<file path="config.mk">
export PLATFORM = sky130hd
export DESIGN_NAME = axis_dac_playout
export DESIGN_NICKNAME = d
export VERILOG_FILES = /design/src/rtl/axis_dac_playout.sv
export SDC_FILE = /design/constraint.sdc
export NUM_CORES = 1
export LEC_CHECK = 0
export ABC_AREA = 1
export BUFFER_PORTS_ARGS = -buffer_cell sky130_fd_sc_hd__buf_4
export CAP_MARGIN = 20
export CORE_AREA = 2 2 214 216
export CTS_BUF_LIST = sky130_fd_sc_hd__clkbuf_2
export DETAILED_ROUTE_END_ITERATION = 6
export DIE_AREA = 0 0 216 218
export SYNTH_ARGS = -nofsm -noshare
export SYNTH_HDL_FRONTEND = slang
export SYNTH_SLANG_ARGS = --single-unit
</file>
<file path="constraint.sdc">
create_clock -name axis_clk -period 11.5 [get_ports axis_clk]
set_input_delay 0.575 -clock axis_clk [delete_from_list [all_inputs] [get_ports axis_clk]]
set_output_delay 0.575 -clock axis_clk [all_outputs]
set_load 0.005 [all_outputs]
</file>
<file path="src/rtl/axis_dac_playout.sv">
// Burst playout from an AXIS sample FIFO onto the DAC data bus.
// A trigger starts a burst of num_words words; FIFO gaps during a burst are flagged as underflow.
module axis_dac_playout #(
  parameter int unsigned          DATA_W    = 256,
  parameter int unsigned          LEN_W     = 16,
  parameter logic [DATA_W-1:0]    IDLE_WORD = '0
) (
  input  logic              axis_clk,
  input  logic              rst,
  input  logic              trigger,
  input  logic              abort,
  input  logic [LEN_W-1:0]  num_words,
  input  logic              clear_underflow,
  input  logic [DATA_W-1:0] s_axis_tdata,
  input  logic              s_axis_tvalid,
  output logic              s_axis_tready,
  output logic [DATA_W-1:0] dac_tdata,
  output logic              dac_tvalid,
  output logic              busy,
  output logic              done,
  output logic              underflow,
  output logic [LEN_W-1:0]  words_left
);

  typedef enum logic [1:0] {StIdle, StPlay, StDone} state_e;

  state_e            state_q, state_d;
  logic [DATA_W-1:0] dac_tdata_q, dac_tdata_d;
  logic              dac_tvalid_q, dac_tvalid_d;
  logic              done_q, done_d;
  logic              underflow_q, underflow_d;
  logic [LEN_W-1:0]  words_left_q, words_left_d;
  logic              accept;

  // abort wins over a same-cycle read, so it gates the read strobe directly
  assign s_axis_tready = (state_q == StPlay) && !abort;
  assign accept        = s_axis_tready && s_axis_tvalid;

  always_comb begin
    state_d      = state_q;
    words_left_d = words_left_q;
    dac_tvalid_d = accept;
    dac_tdata_d  = accept ? s_axis_tdata : IDLE_WORD;

    underflow_d = underflow_q;
    if (clear_underflow) begin
      underflow_d = 1'b0;
    end
    if (s_axis_tready && !s_axis_tvalid) begin
      underflow_d = 1'b1;
    end

    unique case (state_q)
      StIdle: begin
        if (trigger) begin
          words_left_d = num_words;
          state_d      = (num_words == '0) ? StDone : StPlay;
        end
      end
      StPlay: begin
        if (abort) begin
          state_d      = StIdle;
          words_left_d = '0;
        end else if (accept) begin
          words_left_d = words_left_q - LEN_W'(1);
          if (words_left_q == LEN_W'(1)) begin
            state_d = StDone;
          end
        end
      end
      StDone: begin
        state_d = StIdle;
      end
      default: begin
        state_d = StIdle;
      end
    endcase

    done_d = (state_d == StDone);
  end

  always_ff @(posedge axis_clk or posedge rst) begin
    if (rst) begin
      state_q      <= StIdle;
      dac_tdata_q  <= IDLE_WORD;
      dac_tvalid_q <= 1'b0;
      done_q       <= 1'b0;
      underflow_q  <= 1'b0;
      words_left_q <= '0;
    end else begin
      state_q      <= state_d;
      dac_tdata_q  <= dac_tdata_d;
      dac_tvalid_q <= dac_tvalid_d;
      done_q       <= done_d;
      underflow_q  <= underflow_d;
      words_left_q <= words_left_d;
    end
  end

  assign dac_tdata  = dac_tdata_q;
  assign dac_tvalid = dac_tvalid_q;
  assign done       = done_q;
  assign underflow  = underflow_q;
  assign words_left = words_left_q;
  assign busy       = (state_q != StIdle);

endmodule

</file>
# After elaboration in Yosys (flattened, before gate mapping)
# Cells that the tools add are included.
[classes] add_sub_neg=1 eq_ne=5 mux=13 n_reduce_logical=11
[ops] cell="$mux 256" count=1
[ops] cell="$mux 16" count=3
[ops] cell="$pmux 16 s2" count=1
[ops] cell="$eq 16x1->1 const B" count=1
[ops] cell="$logic_not 16->1" count=1
[ops] cell="$sub 16x1->16 const B" count=1
[ops] cell="$mux 2" count=5
[ops] cell="$reduce_bool 2->1" count=3
[ops] cell="$pmux 2 s2" count=1
[ops] cell="$logic_and 1x1->1" count=3
[ops] cell="$ne 3x3->1 const B" count=1
[ops] cell="$reduce_and 3->1" count=1
[ops] cell="$eq 2x1->1 const B" count=1
[ops] cell="$eq 2x2->1 const B" count=1
[ops] cell="$logic_not 1->1" count=2
[ops] cell="$logic_not 2->1" count=1
[ops] cell="$mux 1" count=2
[ops] cell="$ne 2x2->1 const B" count=1
[word_totals] ff_bits=277 input_bits=278 out_inout_bits=277 wordCells=36

# Logic depth before layout (Yosys ltp)
[logic_depth] depth_word=7 mapped_depth=10 mapped_depth_nobuf=10

# Worst setup path before layout
# No wires, ideal clock.
[synth_timing] path_kind="input port to output port" from="in abort" to="out s_axis_tready" arrival_ns=0.915 t_required_ns=10.925 path_slack_ns=10.010 cell_stages=2 n_path_buf=1 path_cell_list="nor2_8 -> buf_2"
[synth_via] elab_chain_len=2
[synth_lines] element="start: declaration" line_no="11" text="input logic abort,"
[synth_lines] element="$logic_not 1->1" line_no="36" text="assign s_axis_tready = (state_q == StPlay) && !abort;"
[synth_lines] element="$logic_and 1x1->1" line_no="36"
[synth_lines] element="end: declaration" line_no="16" text="output logic s_axis_tready,"
# No other way between the ends.

# Worst setup path in the final report
[layout_timing] from="in num_words[6]" to="reg state_q[1]"
[layout_via] elab_chain_len=4
[layout_lines] element="start: declaration" line_no="12" text="input logic [LEN_W-1:0] num_words,"
[layout_lines] element="$logic_not 16->1" line_no="57" text="state_d = (num_words == '0) ? StDone : StPlay;"
[layout_lines] element="$mux 2" line_no="57"
[layout_lines] element="$mux 2" line_no="55" text="if (trigger) begin"
[layout_lines] element="$pmux 2 s2" line_no="53" text="unique case (state_q)"
[layout_lines] element="via state_d[1]" line_no="27" text="state_e state_q, state_d;"
[layout_lines] element="end signal: assignment" line_no="84" text="state_q <= StIdle;"
[layout_lines] element="end signal: assignment" line_no="91" text="state_q <= state_d;"
[layout_lines] element="end: declaration" line_no="27"
# The timed path passes the listed nets, and every way through them passes these cells.
# A chain may end at the register's enable or synchronous reset.

==> metrics.md <==
| Metric | Value |
|---|---|
| Cells after DPL | `approximately 2,100` |
| Final setup violation count | `0` |
| CP max stage cell | `sky130_fd_sc_hd__dlygate4sd3_1` |
| Tightest Hold Check Type | `in -> reg` |
| Final sum of negative setup slack | `0 ns` |
| Count of final max-slew check failures | `0` |
| Max cap viols | `0` |
| Die area | `between 40,000 and 50,000 um^2` |
| Cell repeated most along the worst path | `sky130_fd_sc_hd__dlygate4sd3_1` |
| Setup slack at placement | `~8.6 ns` |
| Arrival time of the worst setup path | `4.68 ns` |
| DRT iter0 DRCs | `between 400 and 500` |
| Result of the run | `complete, no violations` |
| Syn nets | `around 1,300` |
| Detailed Place HPWL | `25.79 mm` |
| Post-route clock skew | `between 0.05 and 0.06 ns` |
| Post CTS Setup Buffer Count | `0` |
| CP endpoint kind | `flip-flop` |
| Number of synthesis warnings | `0` |
| Dominant synthesized flop cell | `sky130_fd_sc_hd__dfrtp_1` |
| Effective utilization at floorplan | `~25%` |
| Leakage power | `10.82 nW` |
| Die extent in x | `216 um` |
| Clock insertion delay at the later pin of the skew report | `0.99 ns` |
| TritonCTS clock tree | `built` |
| Type of the setup path with the least slack | `in -> reg` |
| Number of failing hold endpoints at the final stage | `0` |
| Number of levels in the clock H-tree | `3` |
| Total power per unit cell area | `114.6 nW/um^2` |
| Final standard cell area without fillers | `19,300 um^2` |
| Layout cells sized above 1 | `approximately two fifths` |
| Pin count of the biggest net entering global routing | `just under 100` |
| Placed inst area | `between 15,000 and 20,000 um^2` |
| Routed length per placed instance | `14.87 um` |
| Maximum count of clock buffers along a single path | `3` |
| Number of enable-type register cells in the synthesized netlist | `0` |
| First-pass iteration count of the detailed router | `4` |
| Count of nets left with antenna violations after detail routing | `0` |
| Die Height | `~220 um` |
| Crit path time final | `about 3.8 ns` |
| VDD IR max | `a little under 70 uV` |
| Vias | `roughly 10,000` |
| Data required time of the critical path | `between 10 and 15 ns` |
| Number of flip-flops and latches in the synthesized netlist | `roughly 280` |
| Total number of nets in the final design | `roughly 2,200` |
| Max Clk Rate | `263.4 MHz` |
| Average vias per placed instance | `3.860` |
| Fin crit share | `33.01%` |
| Clock Pin Slew Worst Setup and Hold Paths | `0.11 ns` |
| Number of buffers inserted by hold repair at cts | `~300` |
| Most common library cell in the layout ignoring fill and taps | `sky130_fd_sc_hd__buf_4` |
| Root Buffer | `sky130_fd_sc_hd__clkbuf_2` |
| Via count of the first global-routing pass | `10,720` |
| Top-Level Pins | `~560` |
| Total length of routed wires | `38.36 mm` |
| Family with the most delay on the worst path | `buffers and inverters` |
| Fraction of the yosys area taken by sequential cells | `~63%` |
| Num Clock Sinks | `between 200 and 300` |
| Area Growth Syn to Fin | `75.13%` |
| Least setup slack across all paths after layout | `7.703 ns` |
| Final weighted congestion in routability-driven placement | `roughly 0.81` |
| Total standard cell area after synthesis | `11,020 um^2` |
| Crit path buffers/inverters | `7` |
| Synth cell types | `28` |
| Overall routing resource usage | `between 10% and 20%` |
| Number of antenna violations at the first check in global routing | `11` |
| CP Cell Sequence | `dlygate4sd3_1 -> buf_4 -> nor2_1 -> dlygate4sd3_1 -> nand2_1 -> dlygate4sd3_1 -> nor2_1 -> dlygate4sd3_1 -> nand2_1 -> dlygate4sd3_1 -> o31ai_1 -> dlygate4sd3_1` |
| CTS Buf Count | `76` |
| Final standard cell count with taps included and fillers excluded | `about 2,600` |
| Sum of overflow across all layers after global routing | `0` |
| Most used cells in the layout excluding fill and tap cells | `sky130_fd_sc_hd__buf_4 (558), sky130_fd_sc_hd__dlygate4sd3_1 (301), sky130_fd_sc_hd__inv_1 (285)` |
| PnR Total Power | `2.212 mW` |
| Worst-case headroom to the max-slew limit | `about 38%` |
| Avg Cell Area, Syn | `~11 um^2` |
| Slowest cell delay on critical path | `just under 0.6 ns` |
| Layout Utilization | `a little over two fifths` |
| Type of origin of the critical path | `input port` |
| Number of gates resized after CTS | `0` |
| DRC Markers | `0` |
| First-pass GRT wire length | `around 58 mm` |
| Placement Rows | `roughly 80` |
| Synth async-reset ratio | `100.0%` |
| Post-Syn Instances | `just over 1,000` |
| Tightest Pin Transition | `~0.94 ns` |
| Input/output buffers | `554` |
| Placeable core area | `approximately 45,000 um^2` |
| Final worst hold slack | `0.3742 ns` |
| Worst-path fanout max | `2` |
| Setup repair after global routing missed its margin | `no` |
[synthesized netlist by cell type, types with 2 or more instances]
| cell type | count | share of area, % |
|---|---|---|
| sky130_fd_sc_hd__o31ai_1 | 2 | 0.14 |
| sky130_fd_sc_hd__o21ai_1 | 2 | 0.091 |
| sky130_fd_sc_hd__nor2_4 | 100 | 10 |
| sky130_fd_sc_hd__a22oi_1 | 2 | 0.14 |
| sky130_fd_sc_hd__nand3_1 | 17 | 0.77 |
| sky130_fd_sc_hd__nor2_2 | 40 | 2.3 |
| sky130_fd_sc_hd__inv_1 | 286 | 9.7 |
| sky130_fd_sc_hd__nor2_1 | 157 | 5.3 |
| sky130_fd_sc_hd__inv_2 | 2 | 0.068 |
| sky130_fd_sc_hd__dfrtp_1 | 277 | 63 |
| sky130_fd_sc_hd__nand2_1 | 54 | 1.8 |
| sky130_fd_sc_hd__nand4_1 | 4 | 0.23 |
| sky130_fd_sc_hd__o21ai_0 | 14 | 0.64 |
| sky130_fd_sc_hd__nor2_8 | 2 | 0.36 |
| sky130_fd_sc_hd__buf_12 | 10 | 1.8 |
| sky130_fd_sc_hd__a21oi_1 | 18 | 0.82 |
| sky130_fd_sc_hd__ha_1 | 2 | 0.23 |
| sky130_fd_sc_hd__buf_2 | 3 | 0.14 |
| sky130_fd_sc_hd__buf_6 | 16 | 1.6 |
[cell type report]
class	count	area [um^2]
Antenna cell	9	22.52
Clock buffer	109	545.5
Clock inverter	16	118.9
Fill cell	4197	25590
Inverter	289	1102
Multi-Input combinational cell	419	2581
Sequential cell	277	6932
Tap cell	600	750.7
Timing Repair Buffer	861	7249
[worst paths after layout]
path | startpoint | end | slack [ns] | depth (start not counted)
max | num_words[6] | state_q[1] | 7.70 | 12
min | s_axis_tdata[237] | dac_tdata[237] | 0.37 | 4
max reg2reg | state_q[1] | dac_tdata[8] | 8.70 | 8
min reg2reg | words_left[2] | words_left[2] | 0.62 | 2
max in group asynchronous | rst | dac_tdata[172] | 9.29 | 5
min in group asynchronous | rst | dac_tdata[144] | 0.83 | 4
[worst register-to-register path, cell delays in order, from the launching register on]
cell and delay, ns:
sky130_fd_sc_hd__dfrtp_1 0.39, sky130_fd_sc_hd__inv_1 0.08, sky130_fd_sc_hd__nand2_4 0.20, sky130_fd_sc_hd__nor2_8 0.12
sky130_fd_sc_hd__inv_4 0.14, sky130_fd_sc_hd__nor2_8 0.06, sky130_fd_sc_hd__inv_8 0.58, sky130_fd_sc_hd__buf_12 0.82
sky130_fd_sc_hd__nor2_1 0.27
[sequential cells by signal, indices dropped and copies added, names as in the netlist]
register,count
dac_tdata,256
words_left,16
state_q,2
dac_tvalid,1
done,1
underflow,1
[per-layer routing]
layer  vias to the layer above  wire length [um]  GRT usage, %
li1                       4701                 -             -
met1                      4726             13740         16.40
met2                       445             20150         28.85
met3                        84              3189         5.579
met4                         2              1263         7.945
met5                         -                16             0
[power by group]
part	internal [mW]	switching (mW)	leakage [nW]
clock	0.295	0.414	0.509
combinational	0.241	0.210	6.53
sequential	1.02	0.0342	3.78
total	1.55	0.658	10.8
[cell families (layout without fill, tap and decap cells)]
family	after synthesis	count (layout)	synth area share, %
xor gates and xnor gates	1	1	0.07948
AOI/OAI and AO/OA	39	39	1.873
and+or+nand+nor	377	377	21.24
DFF	277	277	62.89
adders and majority gates	2	2	0.2270
buffers and inverters	321	1275	13.69
other	0	9	0
Note: power is estimated with default switching activity, not from simulation.
